--- src/rtl/fetch_stage.sv ---
// -----------------------------------------------------------------------------
// fetch_stage
//   Instruction-fetch stage and IF/ID pipeline register for a 5-stage MIPS
//   pipeline. Owns the PC, presents it to a combinational instruction memory,
//   and latches the returned word together with PC+4 into IF/ID.
//   Handles load-use stalls, ID-resolved jumps and EX-resolved taken branches.
//   There is no delay slot: every redirect squashes the wrong-path fetch.
//
// Ports
//   clk            rising-edge clock
//   reset          asynchronous, active-high reset
//   stall          hold PC and IF/ID (load-use hazard)
//   jump           ID decoder Jump for the instruction in IF/ID
//   jump_index     instr[25:0] of the jump in ID
//   branch_taken   EX beq resolved taken
//   branch_target  EX branch target address
//   imem_addr      PC to instruction memory
//   imem_data      instruction word at imem_addr (same cycle)
//   ifid_instr     registered instruction
//   ifid_pc4       registered PC+4 of ifid_instr
//   ifid_valid     1 = ifid_instr is a real, non-squashed instruction
//   op             ifid_instr[31:26]
//   flush_idex     = branch_taken, ID/EX must load a bubble
//   fetch_count    number of instructions delivered valid into IF/ID
// -----------------------------------------------------------------------------
module fetch_stage #(
  parameter logic [31:0] RESET_PC = 32'h0000_3000,
  parameter logic [31:0] NOP_WORD = 32'h0000_0000
) (
  input  logic        clk,
  input  logic        reset,
  input  logic        stall,
  input  logic        jump,
  input  logic [25:0] jump_index,
  input  logic        branch_taken,
  input  logic [31:0] branch_target,
  output logic [31:0] imem_addr,
  input  logic [31:0] imem_data,
  output logic [31:0] ifid_instr,
  output logic [31:0] ifid_pc4,
  output logic        ifid_valid,
  output logic [5:0]  op,
  output logic        flush_idex,
  output logic [31:0] fetch_count
);

  logic [31:0] pc_q, pc_d;
  logic [31:0] instr_q, instr_d;
  logic [31:0] pc4_q, pc4_d;
  logic        valid_q, valid_d;
  logic [31:0] count_q, count_d;
  logic [31:0] pc_plus4;

  assign pc_plus4 = pc_q + 32'd4;

  // Priority: taken branch > stall > jump (only if IF/ID is valid) > sequential.
  always_comb begin
    pc_d    = pc_q;
    instr_d = instr_q;
    pc4_d   = pc4_q;
    valid_d = valid_q;
    count_d = count_q;
    if (branch_taken) begin
      // Low address bits are forced to zero so the PC stays word aligned.
      pc_d    = branch_target & 32'hFFFF_FFFC;
      instr_d = NOP_WORD;
      pc4_d   = 32'd0;
      valid_d = 1'b0;
    end else if (stall) begin
      // Everything holds; a pending jump is re-presented by ID next cycle.
    end else if (jump && valid_q) begin
      pc_d    = {pc4_q[31:28], jump_index, 2'b00};
      instr_d = NOP_WORD;
      pc4_d   = 32'd0;
      valid_d = 1'b0;
    end else begin
      pc_d    = pc_plus4;
      instr_d = imem_data;
      pc4_d   = pc_plus4;
      valid_d = 1'b1;
      count_d = count_q + 32'd1;
    end
  end

  always_ff @(posedge clk or posedge reset) begin
    if (reset) begin
      pc_q    <= RESET_PC;
      instr_q <= NOP_WORD;
      pc4_q   <= 32'd0;
      valid_q <= 1'b0;
      count_q <= 32'd0;
    end else begin
      pc_q    <= pc_d;
      instr_q <= instr_d;
      pc4_q   <= pc4_d;
      valid_q <= valid_d;
      count_q <= count_d;
    end
  end

  assign imem_addr   = pc_q;
  assign ifid_instr  = instr_q;
  assign ifid_pc4    = pc4_q;
  assign ifid_valid  = valid_q;
  assign op          = instr_q[31:26];
  assign flush_idex  = branch_taken;
  assign fetch_count = count_q;

endmodule

--- config.mk ---
export PLATFORM = sky130hd
export DESIGN_NAME = fetch_stage
export DESIGN_NICKNAME = d
export VERILOG_FILES = /design/src/rtl/fetch_stage.sv
export SDC_FILE = /design/constraint.sdc
export NUM_CORES = 1
export LEC_CHECK = 0
export ABC_AREA = 1
export CORE_MARGIN = 2
export CORE_UTILIZATION = 39
export CTS_CLUSTER_SIZE = 10
export DETAILED_ROUTE_END_ITERATION = 8
export GPL_TIMING_DRIVEN = 0
export HOLD_SLACK_MARGIN = 0.15
export PLACE_DENSITY = 0.7
export SLEW_MARGIN = 20
export SYNTH_ARGS = -nofsm -noshare
export SYNTH_HDL_FRONTEND = slang
export SYNTH_SLANG_ARGS = --single-unit
--- constraint.sdc ---
create_clock -name clk -period 11.2 [get_ports clk]
set_input_delay 1.68 -clock clk [delete_from_list [all_inputs] [get_ports clk]]
set_output_delay 1.68 -clock clk [all_outputs]
set_load 0.01 [all_outputs]
==> key figures, run 1 <==
Outcome
  – Status: complete, no violations

Critical path
  – Sequence of cells on the critical path: clkdlybuf4s50_1 -> buf_4 -> clkdlybuf4s50_1
  – Crit Path Max Fanout: 5
  – Startpoint types: input pin
  – CP max stage cell: clkdlybuf4s50_1
  – Crit Path Class: in -> out
  – Required @ worst endpoint: 9.52 ns
  – CP dominant cell by count: clkdlybuf4s50_1
  – Crit end category: primary output
  – Arrival time worst endpoint: 2.97 ns
  – Worst path max stage delay: 0.61 ns

Final layout
  – Syn-to-layout area delta: 47.7%
  – Register Area: 3160 um^2
  – Finished Layout Cells: 1,327
  – Fillers: 1,517
  – Nets@finish: 1,191
  – Final Core Density: 59.0%
  – Design area: 9790 um^2
  – Most common cell after layout, fill and taps aside: nand2_1
  – Multi-input logic area: 3040 um^2
  – Diode count: 0
  – Most frequent cells in the layout: nand2_1 (337), clkdlybuf4s50_1 (226), dfrtp_1 (124)
  – Fraction of layout cells with a size suffix above 1: 9.49%

Die
  – I/O pin count: 231
  – Die Ht: 134 um
  – Core Footprint: 16,600 um^2
  – Die area: 18,000 um^2
  – Num rows: 47
  – Initial Utilization: 40.0%
  – Die W: 134 um

Clocking
  – CTS tree: built
  – H-tree depth: 4
  – Register clock-pin slew on the reported worst setup and hold paths: 0.06 ns
  – Num CTS Buffers: 17
  – Worst-Skew Late Latency: 0.42 ns
  – Setup bufs post-CTS: 0
  – Clock root cell: clkbuf_16
  – # hold bufs at CTS: 0
  – Max Root-Sink Buffers: 2
  – # resized after CTS: 0
  – Clk sink count: 126

STA
  – Final Critical Period: 4.65 ns
  – Fmax: 0.215 GHz
  – Worst Tran Pin Value: 0.533 ns
  – Unrepaired setup endpoints after global routing: no
  – Final Hold Vio Count: 0
  – Slew Limit Fails: 0
  – Final Cycle Share: 41.5%
  – Setup_tns: 0 ns
  – Max Clock Skew: 0.0103 ns
  – Setup-failing EPs final: 0
  – Max-Slew Margin vs Limit: 64.4%

Drt
  – Drt initial violations: 382
  – Drt first pass iters: 5
  – ANT nets after route: 0
  – Total Wirelength: 21.2 mm
  – Total number of vias: 6,447
  – Routed len/inst: 16.0 um
  – Vias per cell: 4.86
  – Drc violations: 0

Place
  – Post-detail-place hpwl: 16.0 mm
  – Dpl cells: 1,295
  – Area after DPL: 9200 um^2
  – Port Buffers: 226
  – RePlAce Congestion: 0.887

Logic synthesis
  – Post-synth EDFFs: 0
  – Syn avg cell area: 7.82 um^2
  – Yosys warning count: 0
  – Post-synthesis sequential area ratio: 47.6%
  – Library cells used by synthesis: 36
  – Async SR Flop Fraction: 100%
  – Post-synth top flop: dfrtp_1
  – Synth Instances: 847
  – Synthesized cell area: 6630 um^2
  – Seq cells post-synth: 126

Worst hold path
  – Hold WC Path Type: reg -> reg

Global route
  – Initial antenna violation count: 1
  – Aggregate global-route resource usage: 23.8%
  – Via count of the first global-routing pass: 6,247
  – Remaining global-route overflow: 0
  – Largest net degree at the start of global routing: 81
  – First-pass GRT wire length: 33.4 mm

Flow run
  – Max-cap violation count: 0

Power and ir drop
  – Total power: 0.00135 W
  – Peak VDD IR: 0.105 mV
  – Leak: 4.56 nW
  – Power per cell area: 138 nW/um^2
-- cell usage after synthesis (2+ instances only) --
| cell type | number | area share [%] |
|---|---|---|
| nand2_1 | 337 | 19 |
| xor2_1 | 21 | 2.8 |
| nor2_2 | 12 | 1.1 |
| nand3b_1 | 2 | 0.23 |
| inv_1 | 58 | 3.3 |
| a22o_1 | 39 | 5.2 |
| inv_2 | 4 | 0.23 |
| a21oi_1 | 31 | 2.3 |
| buf_2 | 13 | 0.98 |
| ha_1 | 2 | 0.38 |
| nand2_2 | 11 | 1.0 |
| dfrtp_1 | 124 | 47 |
| o21bai_1 | 2 | 0.23 |
| nor3_1 | 2 | 0.15 |
| clkbuf_1 | 4 | 0.23 |
| nand4_1 | 7 | 0.66 |
| buf_4 | 14 | 1.6 |
| o21ai_0 | 25 | 1.9 |
| nor2_1 | 80 | 4.5 |
| nor2_4 | 10 | 1.7 |
| xnor2_1 | 6 | 0.79 |
| nand3_1 | 27 | 2.0 |
| dfstp_2 | 2 | 0.79 |
| and2_1 | 2 | 0.19 |
-- logic make-up after synthesis --
logic type / Yosys count / synth area share [%]
AO/OA/AOI/OAI: 101 / 10.0
XOR/XNOR: 27 / 3.57
adder cells (fa/ha/maj): 2 / 0.378
buffers and inverters: 95 / 6.53
flip-flops: 126 / 47.6
other: 1 / 0.0566
AND/OR/NAND/NOR: 495 / 31.8
-- area by class of cell --
| class | count | share of cell area [%] |
|---|---|---|
| multi-input combinational | 627 | 31.1 |
| clock inverter | 13 | 1.46 |
| buffer | 33 | 2.05 |
| clock buffer | 19 | 4.53 |
| timing repair buffer | 227 | 23.4 |
| inverter | 62 | 2.45 |
| tap | 220 | 2.81 |
| sequential | 126 | 32.2 |
-- sequential cells by signal (all words and copies together) (netlist names) --
signal       count
fetch_count     32
ifid_instr      32
ifid_pc4        31
ifid_valid       1
imem_addr       30
-- final timing paths --
| path | from | end | slack, ns | cells past startpoint |
|---|---|---|---|---|
| max | branch_taken | flush_idex | 6.55 | 3 |
| min | ifid_pc4[25]$_DFFE_PP0P_ | ifid_pc4[25]$_DFFE_PP0P_ | 0.48 | 2 |
| max reg2reg | imem_addr[12]$_DFFE_PP1P_ | ifid_pc4[31]$_DFFE_PP0P_ | 9.46 | 9 |
| min reg2reg | ifid_pc4[25]$_DFFE_PP0P_ | ifid_pc4[25]$_DFFE_PP0P_ | 0.48 | 2 |
| max in group asynchronous | reset | imem_addr[13]$_DFFE_PP1P_ | 8.82 | 3 |
| min in group asynchronous | reset | fetch_count[24]$_DFFE_PP0P_ | 1.64 | 2 |
-- through the flow --
step | worst slack, ns | hold slack, ns
floorplan | 6.17 | 0.514
global placement | 4.25 | 0.463
detailed placement | 6.54 | 0.466
CTS | 6.54 | 0.485
global route | 6.51 | 0.507
finish | 6.55 | 0.484
-- power breakdown --
| part | internal (W) | switching [W] |
|---|---|---|
| clock | 0.000334 | 0.000214 |
| combinational | 0.000136 | 0.000126 |
| sequential | 0.000494 | 0.0000463 |
| total | 0.000964 | 0.000386 |
-- layer usage --
metal  GRT usage (%)  share of wire, %  up-vias
li1                -                 -     3178
met1            32.1                45     3036
met2            38.1                46      204
met3            5.52               6.8       27
met4            7.84               1.9        2
met5               0             0.057        -
-- worst max-delay path: cells and delay by family --
family / cells / cell delay, ns
buffers and inverters: 3 / 1.28
No activity file was read; power rests on OpenSTA's default activity.
==> run 2: changes to the inputs <==
clock period = 4.3 ns   (was 11.2 ns; I/O delays follow)
==> results of run 2 <==
Same layout as run 1 (identical final DEF). Status: complete, no violations.
Among the figures that moved: setup slack after placement 6.54 ns -> 1.71 ns; setup slack after layout 6.55 ns -> 1.72 ns; register-to-register setup slack 9.46 ns -> 2.56 ns; total power 0.00135 W -> 0.00352 W; worst IR drop on VDD 0.105 mV -> 0.273 mV
